===== config.mk =====
export PLATFORM = sky130hd
export DESIGN_NAME = rl_lock_ctrl
export DESIGN_NICKNAME = d
export VERILOG_FILES = /design/src/rtl/rl_pkg.sv /design/src/rtl/rl_hold_timer.sv /design/src/rtl/rl_lock_ctrl.sv
export SDC_FILE = /design/constraint.sdc
export NUM_CORES = 1
export LEC_CHECK = 0
export CAP_MARGIN = 25
export CORE_MARGIN = 2
export CORE_UTILIZATION = 44
export CTS_BUF_LIST = sky130_fd_sc_hd__clkbuf_2
export DETAILED_ROUTE_END_ITERATION = 10
export PLACE_DENSITY_LB_ADDON = 0.1
export SLEW_MARGIN = 20
export SYNTH_ARGS = -nofsm -noshare
export SYNTH_HDL_FRONTEND = slang
export SYNTH_HIERARCHICAL = 1
export SYNTH_SLANG_ARGS = --single-unit
export TNS_END_PERCENT = 100

===== constraint.sdc =====
create_clock -name clk -period 5.6 [get_ports clk]
set_clock_uncertainty 0.15 [all_clocks]
set_input_delay 0.56 -clock clk [delete_from_list [all_inputs] [get_ports clk]]
set_output_delay 0.56 -clock clk [all_outputs]
set_load 0.05 [all_outputs]

===== src/rtl/rl_pkg.sv =====
// Shared state encodings and helpers for the lock controller.
package rl_pkg;

  localparam int STATE_W = 3;

  typedef enum logic [STATE_W-1:0] {
    ST_WAIT    = 3'd0,
    ST_INPUT   = 3'd1,
    ST_UNLOCK  = 3'd2,
    ST_ERROR   = 3'd3,
    ST_ALARM   = 3'd4,
    ST_PROGRAM = 3'd5
  } state_e;

  function automatic int max3(input int a, input int b, input int c);
    int m;
    m = (a > b) ? a : b;
    return (m > c) ? m : c;
  endfunction

endpackage


===== src/rtl/rl_hold_timer.sv =====
// Load / count-down counter shared by the ERROR, UNLOCK and ALARM holds.
module rl_hold_timer #(
  parameter int W = 8
) (
  input  logic         clk,
  input  logic         rst_n,
  input  logic         load,
  input  logic [W-1:0] load_val,
  output logic         done
);

  logic [W-1:0] count;

  // NOTE: sequential state uses non-blocking assignments only.
  always_ff @(posedge clk or negedge rst_n) begin
    if (!rst_n) begin
      count <= '0;
    end else if (load) begin
      count <= load_val;
    end else if (count != '0) begin
      count <= count - W'(1);
    end
  end

  // Loaded with N on entry, the hold ends on the edge that sees the last count.
  assign done = (count <= W'(1));

endmodule


===== src/rtl/rl_lock_ctrl.sv =====
// Code-entry lock controller with backspace editing, timed holds and admin reprogramming.
module rl_lock_ctrl
  import rl_pkg::*;
#(
  parameter int DIGITS     = 4,
  parameter int DIGIT_W    = 4,
  parameter int MAX_ERR    = 3,
  parameter int ERR_HOLD   = 1000,
  parameter int UNLOCK_CYC = 5000,
  parameter int ALARM_CYC  = 20000,
  parameter logic [DIGITS*DIGIT_W-1:0] RESET_CODE = '0
) (
  input  logic                              clk,
  input  logic                              reset,
  input  logic                              digit_vld,
  input  logic [DIGIT_W-1:0]                digit,
  input  logic                              ok,
  input  logic                              backspace,
  input  logic                              admin,
  output logic [STATE_W-1:0]                state,
  output logic                              unlocked,
  output logic                              alarm,
  output logic [$clog2(MAX_ERR+1)-1:0]      err_cnt,
  output logic [$clog2(DIGITS+1)-1:0]       digit_cnt,
  output logic [DIGITS*DIGIT_W-1:0]         entry
);

  localparam int CODE_W = DIGITS * DIGIT_W;
  localparam int ERR_W  = $clog2(MAX_ERR + 1);
  localparam int CNT_W  = $clog2(DIGITS + 1);
  localparam int TMR_W  = $clog2(max3(ERR_HOLD, UNLOCK_CYC, ALARM_CYC) + 1);

  state_e              st;
  logic [CODE_W-1:0]   code;
  logic [ERR_W-1:0]    err_next;
  logic                full;
  logic                code_match;
  logic                ok_take;
  logic                bs_take;
  logic                dv_take;
  logic                tmr_load;
  logic [TMR_W-1:0]    tmr_val;
  logic                tmr_done;

  assign state = st;

  // One pulse per cycle is acted on: ADMIN > OK > BACKSPACE > DIGIT_VLD.
  assign ok_take = ok && !admin;
  assign bs_take = backspace && !admin && !ok;
  assign dv_take = digit_vld && !admin && !ok && !backspace;

  assign full       = (digit_cnt == CNT_W'(DIGITS));
  assign code_match = full && (entry == code);
  assign err_next   = err_cnt + ERR_W'(1);

  // Hold states are only ever entered from INPUT on OK.
  // NOTE: every combinational output gets a default first so no latch is inferred.
  always_comb begin
    tmr_load = 1'b0;
    tmr_val  = '0;
    if (st == ST_INPUT && ok_take) begin
      tmr_load = 1'b1;
      if (code_match)                         tmr_val = TMR_W'(UNLOCK_CYC);
      else if (err_next == ERR_W'(MAX_ERR))   tmr_val = TMR_W'(ALARM_CYC);
      else                                    tmr_val = TMR_W'(ERR_HOLD);
    end
  end

  rl_hold_timer #(.W(TMR_W)) u_hold_timer (
    .clk      (clk),
    .rst_n    (reset),
    .load     (tmr_load),
    .load_val (tmr_val),
    .done     (tmr_done)
  );

  always_ff @(posedge clk or negedge reset) begin
    if (!reset) begin
      st        <= ST_WAIT;
      unlocked  <= 1'b0;
      alarm     <= 1'b0;
      err_cnt   <= '0;
      digit_cnt <= '0;
      entry     <= '0;
      code      <= RESET_CODE;
    end else begin
      case (st)
        ST_WAIT: begin
          if (dv_take) begin
            st        <= ST_INPUT;
            entry     <= CODE_W'(digit);
            digit_cnt <= CNT_W'(1);
          end
        end

        ST_INPUT, ST_PROGRAM: begin
          if (ok_take) begin
            if (st == ST_INPUT) begin
              entry     <= '0;
              digit_cnt <= '0;
              if (code_match) begin
                st       <= ST_UNLOCK;
                unlocked <= 1'b1;
                err_cnt  <= '0;
              end else begin
                err_cnt <= err_next;
                if (err_next == ERR_W'(MAX_ERR)) begin
                  st    <= ST_ALARM;
                  alarm <= 1'b1;
                end else begin
                  st <= ST_ERROR;
                end
              end
            end else if (full) begin
              code      <= entry;
              entry     <= '0;
              digit_cnt <= '0;
              st        <= ST_WAIT;
            end
          end else if (bs_take) begin
            if (digit_cnt == '0) begin
              st <= ST_WAIT;
            end else begin
              entry     <= entry >> DIGIT_W;
              digit_cnt <= digit_cnt - CNT_W'(1);
              if (st == ST_INPUT && digit_cnt == CNT_W'(1)) st <= ST_WAIT;
            end
          end else if (dv_take && !full) begin
            entry     <= (entry << DIGIT_W) | CODE_W'(digit);
            digit_cnt <= digit_cnt + CNT_W'(1);
          end
        end

        ST_UNLOCK: begin
          if (tmr_done || ok_take) begin
            st       <= ST_WAIT;
            unlocked <= 1'b0;
          end else if (admin) begin
            st       <= ST_PROGRAM;
            unlocked <= 1'b0;
          end
        end

        ST_ERROR: begin
          if (tmr_done) st <= ST_WAIT;
        end

        ST_ALARM: begin
          if (tmr_done) begin
            st      <= ST_WAIT;
            alarm   <= 1'b0;
            err_cnt <= '0;
          end
        end

        default: begin
          st        <= ST_WAIT;
          unlocked  <= 1'b0;
          alarm     <= 1'b0;
          digit_cnt <= '0;
          entry     <= '0;
        end
      endcase
    end
  end

endmodule

==> results, run 1 <==
- The number of levels in the clock H-tree is 3.
- Yosys mapped the design onto 59 distinct sky130hd cell types.
- The per-instance average area after synthesis is 9.68 um2.
- The count of yosys warnings during synthesis is 6.
- The minimum clock period after layout is 3310 ps.
- After detailed routing, the number of vias per cell comes to roughly 5.5.
- The switching share of power is 49.9%.
- The flow ran to the end, and the final reports show no timing, DRC or antenna violations.
- The number of max-slew violations in the final report was 0.
- The finished layout cell area is 0.00379 mm2.
- The die span in x is 90.4 um.
- The transition time of the tightest slew-check pin is 984 ps.
- The number of global-route vias before repair is 2469.
- The worst setup path is captured at a register.
- The number of antenna violations at the first check in global routing is 0.
- The kind of launch point of the worst setup path is a register.
- In this run the count of I/O pins placed on the die edge is 36.
- The count of port buffers added during placement is 35.
- The internal power of the cells totals 998 uW.
- The DRC violation count after routing is 0.
- The first detailed-routing pass took 4 iterations.
- Setup repair after global routing left no endpoint under its margin.
- The pin count of the biggest net entering global routing is 58.
- The CTS tree is done.
- The top fanout value on the critical path is 13.
- The number of setup buffers added after CTS is 0.
- Counting flops with a built-in enable in the synthesized netlist gives 0.
- The length in cells of the worst reg-to-reg path is 6.
- The ratio of final minimum period to clock period is between 50 and 60%.
- For this run, the top clock speed supported by timing is 302 MHz.
- Clock latency on the worst-skew pair, taken at its later pin, is between 400 and 500 ps.
- In this run the tightest slew margin relative to its limit is about a third.
- The number of buffers inserted for hold repair after clock tree synthesis is 0.
- The total vias in the final route is 2620.
- On the critical path, the stage with the largest delay is an instance of sky130_fd_sc_hd__nor4_4.
- The last element of the critical path is state[2].
- The post-detailed-route wirelength per cell is 15.4 um.
- The maximum vdd drop is 0.255 mV.
- The number of design-rule violations left by the first detailed-router iteration is approximately 120.
- The min-delay analysis places its worst path in the category in -> async.
- The area added between synthesis and finish is 15.3%.
- Sequential cells were found to cover 43.4% of the synthesized design area.
- The worst register-to-register path begins at u_hold_timer/count[3].
- The clock root buffer is sky130_fd_sc_hd__clkbuf_2.
- The fraction of registers with async set or reset after synthesis is 100%.
- The final-layout setup total negative slack is 0 ps.
- At the end of routability-driven placement, the weighted congestion stood at just over 0.8.
- The number of nets in the final layout is 390.
- Global routing consumed, over all layers together, about a fifth of the routing resources.
- Summing every instance area after synthesis gives about 0.0033 mm2.
- Tracing the worst setup path back leads to its startpoint at u_hold_timer/count[3].
- The synthesized design devotes to its leading area cell type 43.4% of total area.
- The number of violations of the max-capacitance limit is 0.
- The TritonCTS sink count is 57.
- The total clock buffers created by CTS is 9.
- The largest single stage delay on the critical path is around 740 ps.
- The number of instances resized during post-cts repair is 0.
- The floorplan step defined a die boundary enclosing between 0.008 and 0.009 mm2.
- The critical setup path kind is reg -> reg.
- The share of total power dissipated in sequential elements is 35.5%.
- The total net switching power is ~990 uW.
- The biggest area contributor in the post-synthesis netlist is sky130_fd_sc_hd__dfrtp_1.
- The height of the die is 90.4 um.
- By area the synthesized netlist is led by sky130_fd_sc_hd__dfrtp_1 (43%), sky130_fd_sc_hd__mux2_2 (5.5%), sky130_fd_sc_hd__nand2_1 (5.4%).
- The initial utilization of the core area, before any placement, comes to 45.3%.
- After floorplanning, the core was divided into 31 placement rows.
- The post-detailed-placement half-perimeter wirelength is 4.89 mm.
- The number of buffer and inverter stages on the critical path is 0.
- Across all register-to-register paths, the minimum setup slack is 2290 ps.
- Of the cells placed in the final design, the portion with a size suffix greater than 1 is 11.7%.
- The worst reg2reg path endpoint is state[2].
- The area of the core is roughly 0.0073 mm2.
- The total power density per cell area is 525 mW/mm2.
- After technology mapping, the gate count stands at around 340.
- Once detail routing completed, the nets flagged for antenna violations numbered 0.
- The most frequently used cell type in the post-synthesis netlist is sky130_fd_sc_hd__dfrtp_1.
- The first-pass GRT wire length is 12.4 mm.
- In this run, synthesis produced a sequential element count of 57.
- The required time of the critical path is 5810 ps.
- Setup violations remaining at the end of the flow were counted as 0.
- The final number of hold-violating endpoints was 0.
- By count the netlist is led by sky130_fd_sc_hd__dfrtp_1 (57), sky130_fd_sc_hd__nand2_1 (47), sky130_fd_sc_hd__o21ai_0 (24).
- The combinational cell fraction of total power is 51.9%.
- The final layout contains routed wiring with a total length of 7.32 mm.
- For this run, the leading register cell type out of synthesis is sky130_fd_sc_hd__dfrtp_1.
- The depth of the critical timing path with buffers and inverters included is 6.
- After global routing the overflow that remains totals 0.
- The CTS clock-pin slew for the worst setup and hold paths is 170 ps.
- The family of cells with the greatest summed delay on the critical path is simple AND/OR/NAND/NOR gates.
- The repair_antennas step left the layout with diodes totalling 0.
- The data arrival time of the critical path is 3520 ps.
- The clock passes through at most 2 buffers.
- The placed instances occupy a cell area of about 0.0037 mm2.
- Summed over all cells, the static leakage comes to 1.58 nW.
- The critical path goes through nor4_4, nand2b_1, nor3_1, o32ai_1, or3_1, a221o_1.
- The relative contribution of the clock network to total power is about an eighth.
==> power by group through the flow <==
stage / clock network (mW) / registers, mW / logic, mW
final: 0.251 / 0.707 / 1.03
after CTS: 0.260 / 0.707 / 1.04
after global placement: 0 / 0.713 / 1.02
after detailed placement: 0 / 0.714 / 1.03
after floorplan: 0 / 0.883 / 0.587
after global routing: 0.283 / 0.731 / 1.13
==> routing by layer <==
metal | track usage, % | vias to the layer above | share of wire [%]
met2 | 29.3 | 58 | 46
met1 | 26.9 | 1272 | 50
li1 | - | 1283 | -
met3 | 3.51 | 7 | 3.3
met5 | 0 | - | 0
met4 | 8.08 | 0 | 1.3
==> sequential cells by signal (all words and copies together) (netlist names) <==
signal,flops
alarm,1
code,16
digit_cnt,3
entry,16
err_cnt,2
state,3
u_hold_timer/count,15
unlocked,1
==> placed cells by master, fill, tap and decap left out, types with 3 or more instances in the layout <==
| cell | count |
|---|---|
| sky130_fd_sc_hd__nor2b_1 | 8 |
| sky130_fd_sc_hd__nor3_1 | 9 |
| sky130_fd_sc_hd__a22oi_1 | 12 |
| sky130_fd_sc_hd__nand4_1 | 7 |
| sky130_fd_sc_hd__or2_2 | 3 |
| sky130_fd_sc_hd__clkbuf_2 | 10 |
| sky130_fd_sc_hd__dfrtp_1 | 57 |
| sky130_fd_sc_hd__o21a_1 | 3 |
| sky130_fd_sc_hd__o31ai_1 | 4 |
| sky130_fd_sc_hd__xor2_1 | 3 |
| sky130_fd_sc_hd__mux2i_1 | 4 |
| sky130_fd_sc_hd__xnor2_1 | 19 |
| sky130_fd_sc_hd__ha_1 | 7 |
| sky130_fd_sc_hd__inv_1 | 9 |
| sky130_fd_sc_hd__nand2b_1 | 4 |
| sky130_fd_sc_hd__clkdlybuf4s50_1 | 34 |
| sky130_fd_sc_hd__nand3_1 | 4 |
| sky130_fd_sc_hd__nor4_1 | 5 |
| sky130_fd_sc_hd__mux2_2 | 16 |
| sky130_fd_sc_hd__conb_1 | 5 |
| sky130_fd_sc_hd__and2_1 | 3 |
| sky130_fd_sc_hd__nor2_1 | 18 |
| sky130_fd_sc_hd__nand2_1 | 47 |
| sky130_fd_sc_hd__o211ai_1 | 5 |
| sky130_fd_sc_hd__o21ai_0 | 24 |
| sky130_fd_sc_hd__a21oi_1 | 11 |
==> through the flow <==
stage	hold WS [ps]	instances	setup WS [ps]	util, %	total power [mW]
floorplan	114	343	2880	-	1.47
global placement	329	461	2030	50.9	1.74
detailed placement	329	461	1950	50.9	1.75
CTS	32.6	476	2260	52.2	2.00
global route	75.9	476	2030	52.2	2.14
finish	57.5	476	2290	52.2	1.99
==> kinds of logic (layout without fill, tap and decap cells) <==
family,Yosys count,in the layout,synth area share [%]
DFF,57,57,43.4
adders and majority gates,7,7,2.67
AOI/OAI and AO/OA,78,78,16.1
other,1,5,0.114
xor gates and xnor gates,22,22,5.87
muxes,20,20,6.71
buffers and inverters,27,61,3.77
and+or+nand+nor,127,127,21.3
==> layout make-up <==
cell class,count,area (um2)
fillers,692,3470
multi-input cells,259,1750
flip-flops and latches,57,1430
repair buffers,36,353
well taps,99,124
clock buffers,10,50.0
clock inverters,5,47.5
inverters,10,37.5
==> how the worst min path moves through the flow <==
stage                                  endpoint  slack, ps  startpoint
after global routing      u_hold_timer/count[8]         80       reset
after detailed placement               unlocked        330    unlocked
after CTS                 u_hold_timer/count[8]         30       reset
after global placement                 unlocked        330    unlocked
final                     u_hold_timer/count[8]         60       reset
after floorplan                           alarm        110       reset
Power figures use the tool's default switching activity.
==> run 2, diff against run 1 <==
- clock period: 5.6 -> 3.23 ns (I/O delays scaled with it)
==> run 2 against run 1 <==
Compared with the run above: via count up 1.3%; clock-buffer cell count down 1; power up 77%; maximum frequency up 28%; sequential share of layout area down 1.1 points; critical path depth up 2; core utilization up 1.6 points; cell count up 3.2%; clock power up 80%; critical endpoint unchanged.
==> results, run 2 (synthesized netlist as in run 1, its figures left out) <==
- The internal power of the cells totals 1.78 mW.
- The number of max-slew violations in the final report is 0.
- Measured against its own limit, the worst slew margin works out to 57.4%.
- The cell with the biggest individual delay on the critical path is sky130_fd_sc_hd__dfrtp_1.
- The length in cells of the worst reg-to-reg path is 8.
- The total length of routed wires is 7.34 mm.
- The count of inserted antenna diode cells is 0.
- Setup slack closes at 653 ps.
- The static leakage is 1.65 nW.
- 36 I/O pins were placed.
- The number of violations of the max-capacitance limit is 0.
- The share of total power dissipated in combinational logic is 52.5%.
- The clock reaches the later pin of the worst-skew pair after roughly 460 ps.
- The longest clock path from root to sink contains 2 buffers.
- The floorplan row count is 31.
- The tree is rooted in a sky130_fd_sc_hd__clkbuf_2.
- The clock network accounts for about an eighth of the total power.
- The switching share of power is approximately 50%.
- The fmax is 388 MHz.
- Compared with the post-synthesis result, the final layout area differs by 18.9%.
- The global-route usage over all layers is roughly 19%.
- The run finished with clean final reports.
- Setup repair after global routing left no endpoint under its margin.
- The required time of the critical path is ~3400 ps.
- The library cell used most frequently in the layout, excluding fill and tap cells, is sky130_fd_sc_hd__dfrtp_1.
- The height of the die is 90.4 um.
- The startpoint identified for the worst register-to-register timing path is u_hold_timer/count[3].
- The transition time of the tightest slew-check pin is 639 ps.
- Clock-pin slew was measured on the worst setup and hold paths at 170 ps.
- The top cell types in the final layout, fill and taps aside, are sky130_fd_sc_hd__dfrtp_1 (57), sky130_fd_sc_hd__nand2_1 (47), sky130_fd_sc_hd__clkdlybuf4s50_1 (34).
- The area of the multi-input gates is about 0.0017 mm2.
- In this design, the stage delay of the slowest critical-path cell is between 400 and 500 ps.
- After legalization and detailed placement, the total HPWL measured between 5 and 6 mm.
- Overall power consumption after layout is estimated at about 3.5 mW.
- The floorplan step defined a die boundary enclosing 0.00817 mm2.
- The kind of launch point of the worst setup path is a register.
- For the final routed database, the setup TNS stands at 0 ps.
- The number of fill cells in the layout is 693.
- The number of antenna violations at the first check in global routing is 0.
- The largest registers in the layout are code (16), entry (16), u_hold_timer/count (15).
- Of all nets on the critical path, the largest fanout is 13.
- In the final design database the tool counted 404 nets.
- The H-tree was split into 3 levels.
- The die is 90.4 um wide.
- For this design the total switching power over the nets is 1.74 mW.
- The signal on the critical path passes through nor4_4, buf_4, nand2b_1, nor3_1, buf_4, o32ai_1, or3_1, a221o_1.
- The number of vias per cell after detailed routing is 5.40.
- The initial core utilization is 45.3%.
- For this design, the sink count on the clock tree is between 50 and 60.
- The DRC violation count after routing is 0.
- Setup violations remaining at the end of the flow were counted as 0.
- In the final layout, the share of cells above drive strength 1 is about 15%.
- Summed over all layers, the global routing overflow is 0.
- The class of the most critical hold timing path is in -> async.
- Measured on the finished design, the core utilization comes to 53.8%.
- The first global-routing pass estimated 12.8 mm of wire.
- The proportion of power drawn by flip-flops and latches is a little over a third.
- For this design the ratio of total power to cell area is 902 mW/mm2.
- The count of port buffers added during placement is 35.
- The worst hold-check slack is between 200 and 250 ps.
- The total clock buffers created by CTS is 9.
- In the final layout, flip-flops and latches occupy 0.00143 mm2.
- The final number of hold-violating endpoints is 0.
- OpenSTA, run right after detailed placement, puts the worst setup slack at ~370 ps.
- The routability congestion estimate from global placement is 0.862.
- The detail route stage leaves a number of antenna-violating nets equal to 0.
- The ratio of final minimum period to clock period is about 80%.
- For the finished layout, the period the worst path requires is roughly 2600 ps.
- The number of global-route vias before repair came to 2571.
- The detailed router finished its first iteration with between 100 and 150 violations.
- The flop-to-flop setup slack is about 650 ps.
- The worst reg2reg path endpoint is state[2].
- TritonCTS built the clock tree.
- STA puts the critical path data arrival time at 2790 ps.
- The total vias in the final route is 2653.
- IR analysis of the VDD net gives a maximum drop of around 0.47 mV.
- The cell type with the highest occurrence count on the critical path is sky130_fd_sc_hd__buf_4.
- The endpoint type of the worst setup path is a register.
- The number of search-and-repair iterations in the first detailed-routing pass is 4.
- Entering global routing, the biggest net connects 38 pins.
- In the final routed layout, each cell accounts on average for 15.0 um.
- The critical path is of the reg -> reg type.
- The region available for standard cell placement spans 0.00725 mm2.
[run 2: worst max path at each step]
stage,startpoint,end,cells past startpoint
6_report,u_hold_timer/count[3],state[2],8
4_1_cts,u_hold_timer/count[3],state[2],8
3_5_place_dp,ok,digit_cnt[2],6
2_1_floorplan,digit_cnt[0],digit_cnt[2],8
5_1_grt,u_hold_timer/count[3],state[2],8
3_3_place_gp,ok,digit_cnt[2],6
[run 2: layout make-up]
cell class | count | share of cell area [%]
Clock buffer | 9 | 1.15
Sequential cell | 57 | 36.6
Clock inverter | 7 | 1.57
Timing Repair Buffer | 50 | 11.8
Inverter | 10 | 0.962
Multi-Input combinational cell | 259 | 44.8
Tap cell | 99 | 3.17
[run 2: worst max-delay path: cells and delay by family (launching register included)]
family / cells / cell delay [ps]
AOI/OAI and AO/OA: 2 / 420
buffers and inverters: 2 / 420
DFF: 1 / 490
and+or+nand+nor: 4 / 1010
[run 2: power groups by stage]
stage          Sequential (mW)  Combinational, mW  Clock (mW)
5_1_grt                   1.27               2.03       0.509
3_3_place_gp              1.24               1.84           0
4_1_cts                   1.22               1.87       0.468
2_1_floorplan             1.53               1.02           0
3_5_place_dp              1.24               1.86           0
6_report                  1.22               1.85       0.451
[run 2: timing repair]
item / CTS / global route
endpoints found under the hold margin: 23 / 0
hold buffers: 1 / 0
gates resized for setup: 0 / 0
setup buffers: 0 / 0
endpoints found under the setup margin: 0 / 0
[run 2: per-stage QoR]
step / cells / instance area [um2]
2_1_floorplan: 343 / 3300
3_3_place_gp: 474 / 3790
3_5_place_dp: 474 / 3790
4_1_cts: 491 / 3900
5_1_grt: 491 / 3900
6_report: 491 / 3900
[run 2: routing by layer]
| layer | vias to the layer above | global-route usage, % | part of all wire, % |
|---|---|---|---|
| met1 | 1261 | 26.9 | 48 |
| met3 | 8 | 3.34 | 3.9 |
| met4 | 0 | 7.31 | 1.2 |
| met5 | - | 0 | 0 |
| met2 | 69 | 30.3 | 47 |
| li1 | 1315 | - | - |
